--- src/rtl/cache_pkg.sv ---
// Shared definitions for the cache line fetch path: fetch engine states,
// fetch command encodings and the memory write priority used by fills.
package cache_pkg;

  typedef enum logic [2:0] {
    IDLE      = 3'd0,
    WB_RD     = 3'd1,
    WB_WR     = 3'd2,
    FILL_REQ  = 3'd3,
    FILL_DATA = 3'd4,
    FILL_WR   = 3'd5,
    DONE      = 3'd6
  } fetch_state_e;

  localparam logic [1:0] FETCH_NOP     = 2'b00;
  localparam logic [1:0] FETCH_FILL    = 2'b01;
  localparam logic [1:0] FETCH_WB_FILL = 2'b10;

  localparam logic [1:0] WPRI_FILL = 2'b10;
  localparam logic [1:0] WPRI_NONE = 2'b00;

endpackage

--- src/rtl/line_fetch_engine.sv ---
// Line fetch engine: moves one cache line between the local line memory and
// the downstream bus. An optional writeback of the victim line is done word by
// word first, then the new line is fetched word by word into the same slot.
module line_fetch_engine
  import cache_pkg::*;
#(
  parameter int addr_width = 32,
  parameter int list_depth = 4,
  parameter int data_width = 32,
  parameter int list_width = 32
) (
  input  logic                                              clk,
  input  logic                                              rst_n,
  input  logic                                              fetch_req,
  output logic                                              fetch_gnt,
  input  logic [1:0]                                        fetch_cmd,
  input  logic [$clog2(list_depth)-1:0]                     fetch_tag,
  input  logic [addr_width-1:0]                             fetch_addr,
  input  logic [addr_width-1:0]                             fetch_addr_pre,
  output logic                                              fetch_done,
  output logic                                              mem_ren,
  output logic [$clog2(list_depth)+$clog2(list_width)-1:0]  mem_raddr,
  input  logic [data_width-1:0]                             mem_rdata,
  output logic                                              mem_wen,
  input  logic                                              mem_wready,
  output logic [$clog2(list_depth)+$clog2(list_width)-1:0]  mem_waddr,
  output logic [data_width-1:0]                             mem_wdata,
  output logic [1:0]                                        mem_wpri,
  output logic                                              bus_rd_req,
  input  logic                                              bus_rd_gnt,
  output logic [addr_width-1:0]                             bus_rd_addr,
  input  logic                                              bus_rd_valid,
  input  logic [data_width-1:0]                             bus_rd_data,
  output logic                                              bus_wr_req,
  input  logic                                              bus_wr_gnt,
  output logic [addr_width-1:0]                             bus_wr_addr,
  output logic [data_width-1:0]                             bus_wr_data
);

  localparam int TAG_W = $clog2(list_depth);
  localparam int CNT_W = $clog2(list_width);
  localparam int BYTES = data_width / 8;
  localparam logic [CNT_W-1:0] CNT_LAST = CNT_W'(list_width - 1);

  fetch_state_e            state_q;
  logic [1:0]              cmd_q;
  logic [TAG_W-1:0]        tag_q;
  logic [addr_width-1:0]   fillAddr_q;
  logic [addr_width-1:0]   victimAddr_q;
  logic [CNT_W-1:0]        cnt_q;
  logic [data_width-1:0]   wbWord_q;
  logic [data_width-1:0]   fillWord_q;
  logic                    wbFirst_q;
  logic [addr_width-1:0]   byteOff;
  logic [data_width-1:0]   wbWord;

  // Byte offset of the current word within the line; wraps naturally with the address width.
  assign byteOff = addr_width'(cnt_q) * addr_width'(BYTES);

  // The line memory word arrives in the first writeback-write cycle, so it is passed through
  // directly then and the captured copy is used while the bus keeps us waiting.
  assign wbWord = wbFirst_q ? mem_rdata : wbWord_q;

  // Output decode from the registered state; everything idles at zero outside its own state.
  always_comb begin
    fetch_gnt   = rst_n && (state_q == IDLE);
    fetch_done  = (state_q == DONE);
    mem_ren     = (state_q == WB_RD);
    mem_raddr   = (state_q == WB_RD) ? {tag_q, cnt_q} : '0;
    mem_wen     = (state_q == FILL_WR);
    mem_waddr   = (state_q == FILL_WR) ? {tag_q, cnt_q} : '0;
    mem_wdata   = (state_q == FILL_WR) ? fillWord_q : '0;
    mem_wpri    = (state_q == FILL_WR) ? WPRI_FILL : WPRI_NONE;
    bus_rd_req  = (state_q == FILL_REQ);
    bus_rd_addr = (state_q == FILL_REQ) ? fillAddr_q + byteOff : '0;
    bus_wr_req  = (state_q == WB_WR);
    bus_wr_addr = (state_q == WB_WR) ? victimAddr_q + byteOff : '0;
    bus_wr_data = (state_q == WB_WR) ? wbWord : '0;
  end

  // Fetch sequencer: accepts a command, walks the victim line out, then walks the new line in.
  always_ff @(posedge clk or negedge rst_n) begin
    if (!rst_n) begin
      state_q      <= IDLE;
      cmd_q        <= '0;
      tag_q        <= '0;
      fillAddr_q   <= '0;
      victimAddr_q <= '0;
      cnt_q        <= '0;
      wbWord_q     <= '0;
      fillWord_q   <= '0;
      wbFirst_q    <= 1'b0;
    end else begin
      case (state_q)
        IDLE: begin
          if (fetch_req) begin
            cmd_q        <= fetch_cmd;
            tag_q        <= fetch_tag;
            fillAddr_q   <= fetch_addr;
            victimAddr_q <= fetch_addr_pre;
            cnt_q        <= '0;
            case (fetch_cmd)
              FETCH_WB_FILL: state_q <= WB_RD;
              FETCH_NOP:     state_q <= DONE;
              default:       state_q <= FILL_REQ;
            endcase
          end
        end
        WB_RD: begin
          wbFirst_q <= 1'b1;
          state_q   <= WB_WR;
        end
        WB_WR: begin
          if (wbFirst_q) begin
            wbWord_q  <= mem_rdata;
            wbFirst_q <= 1'b0;
          end
          if (bus_wr_gnt) begin
            wbFirst_q <= 1'b0;
            if (cnt_q == CNT_LAST) begin
              cnt_q   <= '0;
              state_q <= (cmd_q == FETCH_WB_FILL) ? FILL_REQ : DONE;
            end else begin
              cnt_q   <= cnt_q + 1'b1;
              state_q <= WB_RD;
            end
          end
        end
        FILL_REQ: begin
          if (bus_rd_gnt) state_q <= FILL_DATA;
        end
        FILL_DATA: begin
          if (bus_rd_valid) begin
            fillWord_q <= bus_rd_data;
            state_q    <= FILL_WR;
          end
        end
        FILL_WR: begin
          if (mem_wready) begin
            if (cnt_q == CNT_LAST) begin
              state_q <= DONE;
            end else begin
              cnt_q   <= cnt_q + 1'b1;
              state_q <= FILL_REQ;
            end
          end
        end
        DONE: begin
          state_q <= IDLE;
        end
        default: begin
          state_q <= IDLE;
        end
      endcase
    end
  end

endmodule

--- config.mk ---
export PLATFORM = sky130hd
export DESIGN_NAME = line_fetch_engine
export DESIGN_NICKNAME = d
export VERILOG_FILES = /design/src/rtl/cache_pkg.sv /design/src/rtl/line_fetch_engine.sv
export SDC_FILE = /design/constraint.sdc
export NUM_CORES = 1
export LEC_CHECK = 0
export CORE_ASPECT_RATIO = 0.7
export CORE_MARGIN = 4
export CORE_UTILIZATION = 65
export CTS_BUF_LIST = sky130_fd_sc_hd__clkbuf_4 sky130_fd_sc_hd__clkbuf_8
export CTS_CLUSTER_DIAMETER = 120
export CTS_CLUSTER_SIZE = 30
export DETAILED_ROUTE_END_ITERATION = 7
export DONT_BUFFER_PORTS = 1
export GPL_ROUTABILITY_DRIVEN = 0
export PLACE_DENSITY = 0.87
export SLEW_MARGIN = 5
export SYNTH_ARGS = -nofsm -noshare
export SYNTH_HDL_FRONTEND = slang
export SYNTH_SLANG_ARGS = --single-unit
--- constraint.sdc ---
create_clock -name clk -period 4.95 [get_ports clk]
set_clock_uncertainty 0.05 [all_clocks]
set_input_delay 0.99 -clock clk [delete_from_list [all_inputs] [get_ports clk]]
set_output_delay 0.99 -clock clk [all_outputs]
set_load 0.01 [all_outputs]
==> run metrics <==
layout cells sized above 1 18.2%; drt pass-1 iters 5; Cell Count, Final, Fillers Out 920; Buffers on Ports 0; vias in the first global route 5,925; status completed; initial antenna violation count 0; die width 142 um; Critical Path RT ~3900 ps; routed length per placed instance 22.0 um; Worst Tran Pin Value 1040 ps; total power 5300 uW; Crit Path Max Fanout 11; Critical Path Source Type register; Initial DRC Count 315; VDD IR max around 0.37 mV; critical path's top delay family compound AO/OA/AOI/OAI gates; Yosys top cell by area dfrtp_1; post-DP HPWL about 15,000 um; syn avg cell area 10.5 um2; crit share post-route 85.9%; leakage 0.00355 uW; first-pass GRT wire length ~32,000 um; Cells after Synth between 700 and 800; # Post-CTS Setup Buffers 0; Clk Latency, worst-skew pair between 400 and 500 ps; DRC Markers 0; Total Wirelength between 20,000 and 25,000 um; power density cells 619 mW/mm2; TritonCTS buffer count 17; TritonCTS clock tree yes; Nets approximately 900; register bit total from synthesis approximately 140; Max Clk Rate 0.235 GHz; H-tree Lvls 4; Ports 289; core area 0.0120 mm2; Yosys top cell area share 43.5%; count of flip-flops with a built-in enable after synthesis 0; synth unique cells about 60; die area between 0.01 and 0.015 mm2; post-CTS sizing 0; Buf/Inv on CP 1; via count approximately 5.8k; Hold-fix buffers, CTS 0; placed cells 888; pin count of the biggest net entering global routing 143; Detail Route Antenna Nets 0; worst path arrival time around 3200 ps; Die Y-Extent 102 um; TNS Setup 0 ps; Worst-path clk slew ~90 ps; most common cell after layout, fill and taps aside dfrtp_1; commonest cells after routing, fill and taps aside dfrtp_1, nor2_1, mux2_2; Async SR Flop Fraction 100%; GRT overflow 0; clock buffer depth 2; flop2flop setup slack 2360 ps; Hold Path Class in -> async; Setup CP Type reg -> out; CTS root buf clkbuf_8; CP Capture Type output pin; Initial Utilization 67.8%; Slew Viols, Final 0; relative slew slack 30.3%; Synth Net Count just over 900; Synth area leaders dfrtp_1, mux2_2, mux2_1, mux2i_1, nor2_1; max-capacitance violation count 0; clock period minus worst slack 4250 ps; Site Rows 33; CP max stage cell dfrtp_1; mapped cell area between 0.008 and 0.009 mm2; GRT Util Overall between 20% and 30%; Top FF cell, synth dfrtp_1; RSZ-0062 raised after global routing false; Final Hold Fails 0; clock sink count 141; Warnings, synthesis 0; n_diodes 0; detailed-route vias per instance 6.33; critical path cell sequence ha_1 > inv_1 > fa_1 > nor2b_1 > o31a_1 > o2111ai_1 > or3_1 > a21oi_1; Layout area overhead 5.43%; final setup vio count 0; Crit path largest cell delay slightly below 500 ps; register area share after synthesis ~43%
[Yosys cell counts (all sizes together), types with 2 or more instances]
master     n
or3        7
clkbuf    29
o211ai     9
fa         2
o31ai      3
o21a       3
mux2i     33
nand4     11
mux2     120
xnor2     22
o31a       2
xor2      16
buf       20
o2111ai    4
a21oi     21
inv       21
nand3b     3
and4       7
ha        12
nand2     35
nor2b      7
nor2      88
o221ai     2
a2111oi    3
or3b       2
o21ai     37
a211oi    14
nor3       4
a21o       4
and3      12
and2      50
a31o       2
dfrtp    141
nand3     11
nand2b     3
[state kept, by name (all words and copies together), names as in the netlist]
| signal | cells |
|---|---|
| fillWord_q | 32 |
| wbWord_q | 32 |
| cnt_q | 5 |
| fillAddr_q | 32 |
| wbFirst_q | 1 |
| tag_q | 2 |
| cmd_q | 2 |
| victimAddr_q | 32 |
| state_q | 3 |
[power breakdown]
group / total (uW) / internal, uW / switching, uW
clock network: 959 / 442 / 517
logic: 2050 / 963 / 1090
registers: 2300 / 1720 / 571
[routing by layer]
metal  part of all wire [%]  wire [um]  track usage, %
met1                     39       7820            33.6
met2                     49       9830            46.8
met3                     10       2100            9.53
met4                    2.5        513            10.6
met5                      0          0               0
[path summary, 6_finish.rpt]
path | from | cells past startpoint | endpoint
worst max-delay path | cnt_q[0] | 8 | bus_wr_addr[24]
worst min-delay path | rst_n | 0 | fillAddr_q[23]
worst max register to register | state_q[1] | 5 | state_q[1]
worst min register to register | fillWord_q[8] | 1 | fillWord_q[8]
max in group asynchronous | rst_n | 0 | wbFirst_q
min in group clk | fillWord_q[8] | 1 | fillWord_q[8]
[cells by family after synthesis]
kind of cell	Yosys count	share of synthesized area [%]
fa+ha+maj	14	2.34
mux	153	20.7
buf+inv	70	3.67
xor+xnor	38	4.10
compound gates	112	10.2
flops	141	43.5
simple gates	245	15.5
other cells	1	0.0462
[through the flow]
stage          hold WS [ps]  setup WS (ps)  utilization (%)  cell area, um2
6_report                172            698             71.5            8560
4_1_cts                 151            711             71.5            8560
3_5_place_dp            417           1200             68.0            8150
3_3_place_gp            410           1360             68.0            8150
2_1_floorplan           399           1640                -            8120
5_1_grt                 144            441             71.5            8560
[final cells by class]
type	count	area, um2
Timing Repair Buffer	6	45.0
Sequential cell	141	3530
Clock buffer	18	248
Multi-Input combinational cell	563	4300
Clock inverter	14	164
Tap cell	157	196
Fill cell	863	3420
Inverter	21	78.8
Power figures use the tool's default switching activity.
